--- src/rtl/usb_cmd_ctrl.sv ---
`default_nettype none
// ============================================================================
//  Module      : usb_cmd_ctrl
//  Description : Command sequencer on the USB clock domain. Decodes host
//                commands from the USB bridge, holds the acquisition
//                configuration register file, starts/stops acquisition while
//                counting completed frames, and emits fixed 4-word reply
//                frames (HDR, {cmd,status}, data[31:16], data[15:0]) into a
//                16-bit upload write port with a full flag.
//
//  Ports       : i_clk_usb       USB interface clock
//                i_rst_n         asynchronous active-low reset
//                i_cmd_come      one-cycle command strobe
//                i_cmd           command code (8)
//                i_cmd_param     command parameter (32)
//                i_frame_done    per-frame completion pulse
//                i_tx_full       upload port full
//                o_tx_wr         upload write strobe
//                o_tx_data       upload write data (16)
//                o_cfg           flattened register file, reg k at [16k+:16]
//                o_acq_start     one-cycle acquisition start pulse
//                o_acq_run       acquisition active level
//                o_acq_done      one-cycle programmed-count-complete pulse
//                o_busy          sequencer not idle
//                o_drop_cnt      saturating count of dropped commands (8)
//
//  Options     : USB_CMD_ACK_EN  when defined every command produces a reply
//                                frame; otherwise only READ_REG and commands
//                                with non-zero status reply.
//
//  Revision    : 1.0  initial release
// ============================================================================
module usb_cmd_ctrl #(
   parameter int          NREG   = 8,
   parameter int          ADDR_W = 3,
   parameter logic [15:0] HDR    = 16'hA55A
) (
   input  logic                 i_clk_usb,
   input  logic                 i_rst_n,
   input  logic                 i_cmd_come,
   input  logic [7:0]           i_cmd,
   input  logic [31:0]          i_cmd_param,
   input  logic                 i_frame_done,
   input  logic                 i_tx_full,
   output logic                 o_tx_wr,
   output logic [15:0]          o_tx_data,
   output logic [16*NREG-1:0]   o_cfg,
   output logic                 o_acq_start,
   output logic                 o_acq_run,
   output logic                 o_acq_done,
   output logic                 o_busy,
   output logic [7:0]           o_drop_cnt
);

   typedef enum logic [1:0] {
      ST_IDLE = 2'd0,
      ST_EXEC = 2'd1,
      ST_TX   = 2'd2
   } state_t;

   localparam logic [7:0]  c_cmd_write = 8'h01;
   localparam logic [7:0]  c_cmd_read  = 8'h02;
   localparam logic [7:0]  c_cmd_start = 8'h03;
   localparam logic [7:0]  c_cmd_stop  = 8'h04;
   localparam logic [7:0]  c_cmd_clr   = 8'h05;
   localparam logic [15:0] c_nreg      = 16'(NREG);

   state_t        state_q,     state_d;
   logic [7:0]    cmd_q,       cmd_d;
   logic [31:0]   param_q,     param_d;
   logic [7:0]    status_q,    status_d;
   logic [31:0]   data_q,      data_d;
   logic [1:0]    widx_q,      widx_d;
   logic [15:0]   tx_data_q,   tx_data_d;
   logic [15:0]   cfg_q [NREG];
   logic [15:0]   cfg_d [NREG];
   logic [31:0]   remaining_q, remaining_d;
   logic [31:0]   done_cnt_q,  done_cnt_d;
   logic          acq_run_q,   acq_run_d;
   logic          acq_start_q, acq_start_d;
   logic          acq_done_q,  acq_done_d;
   logic [7:0]    drop_cnt_q,  drop_cnt_d;

   // The full upper parameter half is the address for range checking and
   // reply data; only its low ADDR_W bits index the register file.
   logic [15:0]        addr16;
   logic [15:0]        value;
   logic [ADDR_W-1:0]  addr_idx;
   logic               addr_ok;
   logic               frame_evt;
   logic               tx_accept;
   logic               reply;

   assign addr16    = param_q[31:16];
   assign value     = param_q[15:0];
   assign addr_idx  = param_q[16 +: ADDR_W];
   assign addr_ok   = (addr16 < c_nreg);
   assign frame_evt = i_frame_done & acq_run_q;
   // Write strobe is combinational so it can honour i_tx_full in the same
   // cycle; the word itself comes straight from a register.
   assign tx_accept = (state_q == ST_TX) & ~i_tx_full;

   always_comb begin
      state_d     = state_q;
      cmd_d       = cmd_q;
      param_d     = param_q;
      status_d    = status_q;
      data_d      = data_q;
      widx_d      = widx_q;
      tx_data_d   = tx_data_q;
      cfg_d       = cfg_q;
      remaining_d = remaining_q;
      done_cnt_d  = done_cnt_q;
      acq_run_d   = acq_run_q;
      acq_start_d = 1'b0;
      acq_done_d  = 1'b0;
      drop_cnt_d  = drop_cnt_q;
      reply       = 1'b0;

      // Frame accounting runs in every state; START/STOP in EXEC below
      // override the run/remaining/done results of a coincident frame.
      if (frame_evt) begin
         done_cnt_d = done_cnt_q + 32'd1;
         if (remaining_q != 32'd0) begin
            remaining_d = remaining_q - 32'd1;
            if (remaining_q == 32'd1) begin
               acq_run_d  = 1'b0;
               acq_done_d = 1'b1;
            end
         end
      end

      if (i_cmd_come && (state_q != ST_IDLE) && (drop_cnt_q != 8'hFF)) begin
         drop_cnt_d = drop_cnt_q + 8'd1;
      end

      case (state_q)
         ST_IDLE: begin
            if (i_cmd_come) begin
               cmd_d   = i_cmd;
               param_d = i_cmd_param;
               state_d = ST_EXEC;
            end
         end

         ST_EXEC: begin
            status_d = 8'h00;
            data_d   = 32'h0;
            case (cmd_q)
               c_cmd_write: begin
                  data_d = {addr16, value};
                  if (addr_ok) begin
                     cfg_d[addr_idx] = value;
                  end else begin
                     status_d = 8'h01;
                  end
               end
               c_cmd_read: begin
                  if (addr_ok) begin
                     data_d = {16'h0, cfg_q[addr_idx]};
                  end else begin
                     status_d = 8'h01;
                  end
               end
               c_cmd_start: begin
                  remaining_d = param_q;
                  acq_run_d   = 1'b1;
                  acq_start_d = 1'b1;
                  acq_done_d  = 1'b0;
                  done_cnt_d  = 32'd0;
                  data_d      = param_q;
               end
               c_cmd_stop: begin
                  acq_run_d   = 1'b0;
                  remaining_d = 32'd0;
                  acq_done_d  = 1'b0;
                  // Includes a frame completing on this very edge.
                  data_d      = done_cnt_d;
               end
               c_cmd_clr: begin
                  drop_cnt_d = 8'd0;
               end
               default: begin
                  status_d = 8'h02;
               end
            endcase

`ifdef USB_CMD_ACK_EN
            reply = 1'b1;
`else
            reply = (cmd_q == c_cmd_read) || (status_d != 8'h00);
`endif
            if (reply) begin
               state_d   = ST_TX;
               widx_d    = 2'd0;
               tx_data_d = HDR;
            end else begin
               state_d   = ST_IDLE;
            end
         end

         ST_TX: begin
            // Index and word only move on an accepted write, so a full
            // upload port stalls with o_tx_data held.
            if (tx_accept) begin
               widx_d = widx_q + 2'd1;
               case (widx_q)
                  2'd0:    tx_data_d = {cmd_q, status_q};
                  2'd1:    tx_data_d = data_q[31:16];
                  2'd2:    tx_data_d = data_q[15:0];
                  default: state_d   = ST_IDLE;
               endcase
            end
         end

         default: begin
            state_d = ST_IDLE;
         end
      endcase
   end

   always_ff @(posedge i_clk_usb or negedge i_rst_n) begin
      if (!i_rst_n) begin
         state_q     <= ST_IDLE;
         cmd_q       <= 8'h0;
         param_q     <= 32'h0;
         status_q    <= 8'h0;
         data_q      <= 32'h0;
         widx_q      <= 2'd0;
         tx_data_q   <= 16'h0;
         cfg_q       <= '{default: '0};
         remaining_q <= 32'h0;
         done_cnt_q  <= 32'h0;
         acq_run_q   <= 1'b0;
         acq_start_q <= 1'b0;
         acq_done_q  <= 1'b0;
         drop_cnt_q  <= 8'h0;
      end else begin
         state_q     <= state_d;
         cmd_q       <= cmd_d;
         param_q     <= param_d;
         status_q    <= status_d;
         data_q      <= data_d;
         widx_q      <= widx_d;
         tx_data_q   <= tx_data_d;
         cfg_q       <= cfg_d;
         remaining_q <= remaining_d;
         done_cnt_q  <= done_cnt_d;
         acq_run_q   <= acq_run_d;
         acq_start_q <= acq_start_d;
         acq_done_q  <= acq_done_d;
         drop_cnt_q  <= drop_cnt_d;
      end
   end

   generate
      for (genvar k = 0; k < NREG; k++) begin : g_cfg
         assign o_cfg[16*k +: 16] = cfg_q[k];
      end
   endgenerate

   assign o_tx_wr     = tx_accept;
   assign o_tx_data   = tx_data_q;
   assign o_acq_start = acq_start_q;
   assign o_acq_run   = acq_run_q;
   assign o_acq_done  = acq_done_q;
   assign o_busy      = (state_q != ST_IDLE);
   assign o_drop_cnt  = drop_cnt_q;

endmodule
`default_nettype wire

--- config.mk ---
export PLATFORM = sky130hd
export DESIGN_NAME = usb_cmd_ctrl
export DESIGN_NICKNAME = d
export VERILOG_FILES = /design/src/rtl/usb_cmd_ctrl.sv
export SDC_FILE = /design/constraint.sdc
export NUM_CORES = 1
export LEC_CHECK = 0
export ABC_AREA = 1
export CAP_MARGIN = 15
export CORE_MARGIN = 3
export CORE_UTILIZATION = 45
export CTS_CLUSTER_SIZE = 24
export DETAILED_ROUTE_END_ITERATION = 12
export PLACE_DENSITY = 0.67
export SYNTH_ARGS = -nofsm -noshare
export SYNTH_HDL_FRONTEND = slang
export SYNTH_SLANG_ARGS = --single-unit
--- constraint.sdc ---
create_clock -name i_clk_usb -period 2.01 [get_ports i_clk_usb]
set_input_delay 0.3015 -clock i_clk_usb [delete_from_list [all_inputs] [get_ports i_clk_usb]]
set_output_delay 0.3015 -clock i_clk_usb [all_outputs]
set_load 0.01 [all_outputs]
# Yosys cells after proc, flatten, opt, wreduce, memory -nomap -nowiden
# Index checks and enable logic that the tools add are counted.
[op_classes]
addsub = 4
multipliers = 0
div = 0
n_lt_le_gt_ge = 3
eq_ne = 16
shifts = 0
mux = 45
bitwise_logic = 4
n_reduce_logical = 20
[op_table]
columns = ["op", "count"]
rows = [
  ["32-bit two-way mux", 6],
  ["128-bit bitwise mux", 1],
  ["16-bit two-way mux", 6],
  ["32-bit one-hot mux with 3 select lines", 1],
  ["32-bit one-hot mux with 2 select lines", 1],
  ["16-bit binary-select mux with 3-bit select", 1],
  ["16-bit demux with 3-bit select", 1],
  ["16-bit one-hot mux with 3 select lines", 1],
  ["32-bit by 1-bit adder with 32-bit output, second input constant", 1],
  ["32-bit by 1-bit == test with 1-bit output, second input constant", 1],
  ["8-bit two-way mux", 4],
  ["16-bit one-hot mux with 2 select lines", 1],
  ["32-bit nonzero test", 1],
  ["32-bit by 1-bit subtractor with 32-bit output, second input constant", 1],
  ["8-bit by 2-bit == test with 1-bit output, second input constant", 2],
  ["8-bit by 3-bit == test with 1-bit output, second input constant", 2],
  ["16-bit by 4-bit less-than comparator with 1-bit output, second input constant", 1],
  ["1-bit two-way mux", 12],
  ["2-bit two-way mux", 6],
  ["3-bit AND reduction", 3],
  ["8-bit by 1-bit adder with 8-bit output, second input constant", 1],
  ["8-bit by 1-bit == test with 1-bit output, second input constant", 1],
  ["2-bit inequality test, second input constant", 4],
  ["8-bit inequality test, second input constant", 1],
  ["21 further kinds", 32],
]
[totals]
register_bits = 303
latch_bits = 0
ram_bits = 0
rom_bits = 0
out_inout_bits = 157
wordCells = 113
memories = 0

# Logic depth before layout (Yosys ltp)
# Gate-level depths: netlist of the first run.
[depth]
ltp_word = 8
mapped_depth = 13

# Worst setup path before layout of the first run
# Ideal clock, no wire load.
[synth_timing]
kind = "reg-to-reg"
startpoint = "register param_q[28]"
endpoint = "register cfg_q (netlist bit o_cfg[100])"
setup_ns = 0.133
arrival_ns = 1.696
required_time_ns = 1.877
setup_slack_ns = 0.181
stages_incl_launch_ff = 9
n_path_buf = 1
path_cell_list = "dfrtp_1 -> or2_2 -> nor2_1 -> nand2_1 -> nor4_4 -> nand3_1 -> clkbuf_1 -> nand2_1 -> o21ai_0"
[synth_between]
elab_chain_cells = 2
[synth_rtl]
columns = ["item", "line_no", "text"]
rows = [
  ["start: declaration", "70", "logic [31:0] param_q, param_d;"],
  ["start signal: assignment", "241", "param_q <= param_d;"],
  ["16-bit by 4-bit less-than comparator with 1-bit output", "97", "assign addr_ok = (addr16 < c_nreg);"],
  ["3-bit AND reduction (no line)", "n/a", ""],
  ["end signal: assignment", "246", "cfg_q <= cfg_d;"],
  ["end: declaration", "75", "logic [15:0] cfg_q [NREG];"],
]
# No other way between the ends.
# A chain may end at the register's enable or synchronous reset.

# Worst setup path after layout of the first run
[layout_timing]
startpoint = "register param_q[28]"
endpoint = "register cfg_q (netlist bit o_cfg[96])"
# The elaborated chain is that of the path after synthesis.

==> reports/metrics.csv, run 1 <==
metric,value,unit
fin_crit_sh,96.9,%
antenna_found_initial,2,
netlist-cell-type-count,31,
avgSynthCellArea,7.36,µm²
relSlewSlack,57.4,%
yosys_warnings,0,
die_h,188,µm
seq_area_frac_synth,49.8,%
maxCapViolCount,0,
post-route-util,60.1,%
cp-end-kind,register,
grt_pass1_vias,14300,
worst_slew_pin_slew,639,ps
fill_cells,2925,
hold_ws,339,ps
initial_core_util,45.7,%
via_per_inst,5.39,
nets,2352,
period_needed,1950,ps
slew_violations,0,
setup_viol,0,
status,"complete, no violations",
path_class,reg -> reg,
place_congestion,0.941,
root_buffer,clkbuf_16,
fmax,514,MHz
placed_cell_area,18300,µm²
synth_seq_cells,297,
cts_tree,built,
startpoint_type,register,
die_area,35400,µm²
avgRoutedWirePerCell,18.9,µm
drive_above_1_share,8.92,%
hold_viol_final,0,
drt-pass1-iter-count,6,
synth_area_leaders,"dfrtp_1 50%, nand2_1 19%, o21ai_0 6.7%",
cts_buffer_depth,3,
total_power,23.3,mW
ir_drop,620,µV
portBuffers,201,
syn_to_final_growth,31.5,%
synth_largest_area_cell,dfrtp_1,
min_path_type,in -> reg,
worstSkewPairLatency,530,ps
synth_top_area_share,49.8,%
grt_max_degree,57,
io_pins,202,
die_w,188,µm
grt_setup_unrepaired,yes,
syn_inst,2027,
fp.coreArea,32600,µm²
cp_max_fo,32,
numCtsBuffers,34,
rows,66,
vias,14900,
grtUsageTotal,29.0,%
fin_area,19600,µm²
synth_nets,2081,
route.detailed.drc,0,
drtIter0Drc,1354,
cp_data_arrival_time,2330,ps
dp_hpwl,37400,µm
finalSetupTns,0,ps
mostFrequentLayoutCells,"761 x nand2_1, 295 x dfrtp_1, 198 x clkdlybuf4s50_1",
place_ws,-175,ps
postRouteAntennaNets,0,
final_common_cell,nand2_1,
setup_ws,63.3,ps
grt_overflow_total,0,
finalWirelength,52200,µm
cts_htree_levels,2,
leakagePower,9.13,nW
finClkSkew,28.0,ps
dp.cells,2697,
final_cells,2763,
path_clk_slew,60,ps
required,2390,ps
powerDensity,1190,nW/µm²
cts.sinks,297,
grt_pass1_wl,81000,µm
netlist_area,14900,µm²
worst max-delay path, stage by stage (launching register included):
cell	delay (ps)
dfrtp_1	390
or2_4	260
nor2_4	100
nand2_4	90
nor4_4	290
buf_6	200
nand3_1	130
buf_12	190
nand2_1	70
o21ai_0	90
kinds of logic after synthesis:
kind of cell / Yosys count / synth area share (%)
and+or+nand+nor: 1189 / 32.4
DFF: 297 / 49.8
AOI/OAI and AO/OA: 260 / 9.05
buffers and inverters: 241 / 6.11
xor gates and xnor gates: 31 / 1.82
adders and majority gates: 9 / 0.755
area by class of cell:
cell class | instances | area (µm²) | share of cell area, %
Clock inverter | 7 | 111 | 0.568
Inverter | 153 | 576 | 2.93
Clock buffer | 51 | 985 | 5.02
Timing Repair Buffer | 323 | 3260 | 16.6
Tap cell | 442 | 553 | 2.82
Sequential cell | 297 | 7430 | 37.9
Antenna cell | 1 | 2.50 | 0.0128
Multi-Input combinational cell | 1489 | 6690 | 34.1
registers in the layout, summed over array words and instances, names as in the netlist:
| register | count |
|---|---|
| o_cfg | 128 |
| param_q | 32 |
| o_tx_data | 16 |
| state_q | 2 |
| o_acq_run | 1 |
| widx_q | 2 |
| done_cnt_q | 32 |
| o_drop_cnt | 8 |
| o_acq_done | 1 |
| remaining_q | 32 |
| status_q | 2 |
| data_q | 32 |
| o_acq_start | 1 |
| cmd_q | 8 |
path summary, 6_finish.rpt:
kind / start / end / slack (ps) / cells past startpoint
setup / recovery: param_q[28] / o_cfg[96] / 60 / 9
hold / removal: i_cmd_param[10] / param_q[10] / 340 / 3
setup reg to reg: param_q[28] / o_cfg[96] / 60 / 9
hold reg to reg: o_tx_data[9] / o_tx_data[9] / 470 / 2
max in group asynchronous: i_rst_n / param_q[17] / 1000 / 3
min in group asynchronous: i_rst_n / param_q[18] / 350 / 2
cell usage after synthesis (all sizes together):
cell type	instances
inv	150
nand4	42
ha	9
a21oi	24
o22ai	5
nor3	8
xnor2	10
o21ai	215
nand2	767
nand3	172
a221oi	3
clkinv	3
dfrtp	297
nor2	194
a31oi	3
a22o	2
nand3b	4
clkbuf	78
or2	1
o21bai	3
o211ai	3
nor4	1
xor2	21
a211oi	2
buf	10
layer usage:
| layer | wire length [µm] | up-vias | global-route usage [%] |
|---|---|---|---|
| li1 | - | 7027 | - |
| met4 | 2210 | 2 | 12.1 |
| met3 | 4030 | 113 | 5.38 |
| met1 | 22000 | 7142 | 39.9 |
| met5 | 15 | - | 0 |
| met2 | 23900 | 616 | 45.5 |
power breakdown:
group | switching, mW | internal (mW) | total [mW]
combinational | 5.66 | 3.00 | 8.66
sequential | 1.19 | 7.24 | 8.43
clock | 2.55 | 3.66 | 6.21
timing repair:
item | in CTS | in global routing
resized for setup | 6 | 38
pin swaps | 0 | 6
setup endpoints to repair | 27 | 183
gates cloned | 0 | 3
hold buffers | 1 | 0
buffers inserted | 0 | 3
hold endpoints to repair | 48 | 0
(Power assumes the default switching activity.)
==> run 2: changes to the inputs <==
Settings changed: SKIP_LAST_GASP set to 1.
==> run 2 against run 1 <==
Against the previous run: worst setup slack improved by 3.8 ps; register-to-register slack about the same; first-iteration DRC count decreased by 2.2%; sequential cell count unchanged; sequential power about the same; clock skew decreased by 0.67 ps; wire length about the same; clock power about the same; final cell count unchanged; critical endpoint unchanged; largest cell class unchanged.
==> reports/metrics.csv, run 2 (synthesis results as in run 1) <==
metric,value,unit
cts_tree,built,
cp-end-kind,register,
grt_pass1_vias,14300,
cts.sinks,297,
leakagePower,9.13,nW
die_h,188,µm
hold_ws,337,ps
io_pins,202,
grt_pass1_wl,81000,µm
multi_input_area,6690,µm²
die_area,35400,µm²
rows,66,
slew_violations,0,
path_class,reg -> reg,
fill_cells,2924,
grtUsageTotal,29.0,%
total_power,23.3,mW
die_w,188,µm
setup_viol,0,
fp.coreArea,32600,µm²
drtIter0Drc,1324,
largest_reg_flops,128,
mostFrequentLayoutCells,"762 x nand2_1, 295 x dfrtp_1, 198 x clkdlybuf4s50_1",
numCtsBuffers,34,
maxCapViolCount,0,
place_ws,-175,ps
route.detailed.drc,0,
syn_to_final_growth,31.5,%
place_congestion,0.941,
cp_max_fo,32,
drive_above_1_share,8.84,%
initial_core_util,45.7,%
fmax,515,MHz
cp_data_arrival_time,2330,ps
relSlewSlack,56.2,%
cts_htree_levels,2,
final_common_cell,nand2_1,
period_needed,1940,ps
grt_max_degree,57,
portBuffers,201,
worstSkewPairLatency,530,ps
grt_overflow_total,0,
dp_hpwl,37400,µm
powerDensity,1190,nW/µm²
post-route-util,60.1,%
antenna_found_initial,2,
finalWirelength,52200,µm
grt_setup_unrepaired,yes,
status,"complete, no violations",
ir_drop,622,µV
root_buffer,clkbuf_16,
drt-pass1-iter-count,6,
seqCellArea,7430,µm²
slowest_stage,dfrtp_1,
crit_buf_inv,2,
fin_crit_sh,96.7,%
finClkSkew,27.4,ps
path_clk_slew,60,ps
crit_family,simple AND/OR/NAND/NOR gates,
via_per_inst,5.39,
min_path_type,in -> reg,
vias,14900,
slowest_delay,390,ps
hold_viol_final,0,
setup_ws,67.0,ps
worst_slew_pin_slew,656,ps
avgRoutedWirePerCell,18.9,µm
startpoint_type,register,
cts_buffer_depth,3,
postRouteAntennaNets,0,
path_cells,or2_4 -> nor2_4 -> nand2_4 -> nor4_4 -> buf_6 -> nand3_1 -> buf_12 -> nand2_1 -> o21ai_0,
required,2400,ps
nets,2352,
## run 2: routing by layer
metal	up-vias	GRT usage [%]	wire (µm)
met2	588	45.5	24000
met5	-	0	15
met1	7155	39.9	22100
met3	108	5.38	3890
met4	2	12.1	2220
li1	7029	-	-
## run 2: power by group
group,total (mW),internal (mW),switching (mW)
clock network,6.21,3.66,2.55
registers,8.43,7.24,1.19
logic,8.66,2.99,5.66
total,23.3,13.9,9.40
## run 2: worst paths after layout
kind,slack [ps],to,cells after the start,from
min,340,param_q[10],3,i_cmd_param[10]
max,70,o_cfg[96],9,param_q[28]
max in group asynchronous,1000,o_cfg[43],3,i_rst_n
min in group asynchronous,350,remaining_q[29],2,i_rst_n
max reg2reg,70,o_cfg[96],9,param_q[28]
min reg2reg,470,o_tx_data[4],2,o_tx_data[4]
## run 2: repair_timing
action	4_1_cts	5_1_grt
pin swaps	0	6
hold buffers	1	0
setup endpoints to repair	27	183
buffers inserted	0	3
gates resized for setup	6	36
endpoints found under the hold margin	48	0
gates cloned	0	3
## run 2: final cells by class
| class | instances | share of cell area, % |
|---|---|---|
| repair buffers | 323 | 16.6 |
| inverters | 153 | 2.94 |
| well taps | 442 | 2.82 |
| flip-flops and latches | 297 | 37.9 |
| clock buffers | 51 | 5.02 |
| diodes | 1 | 0.0128 |
| multi-input cells | 1489 | 34.1 |
| clock inverters | 7 | 0.568 |
## run 2: worst min-delay path, cell delays in order
cell	delay, ps
clkdlybuf4s50_1	390
nand2_1	60
o21ai_0	60
## run 2: through the flow
step           std cells  instance area, µm²  setup TNS, ps
6_report            2763               19600              0
5_1_grt             2762               19600          -2640
4_1_cts             2756               19400              0
3_5_place_dp        2697               18300          -3170
3_3_place_gp        2697               18300           -777
2_1_floorplan       2027               14900              0
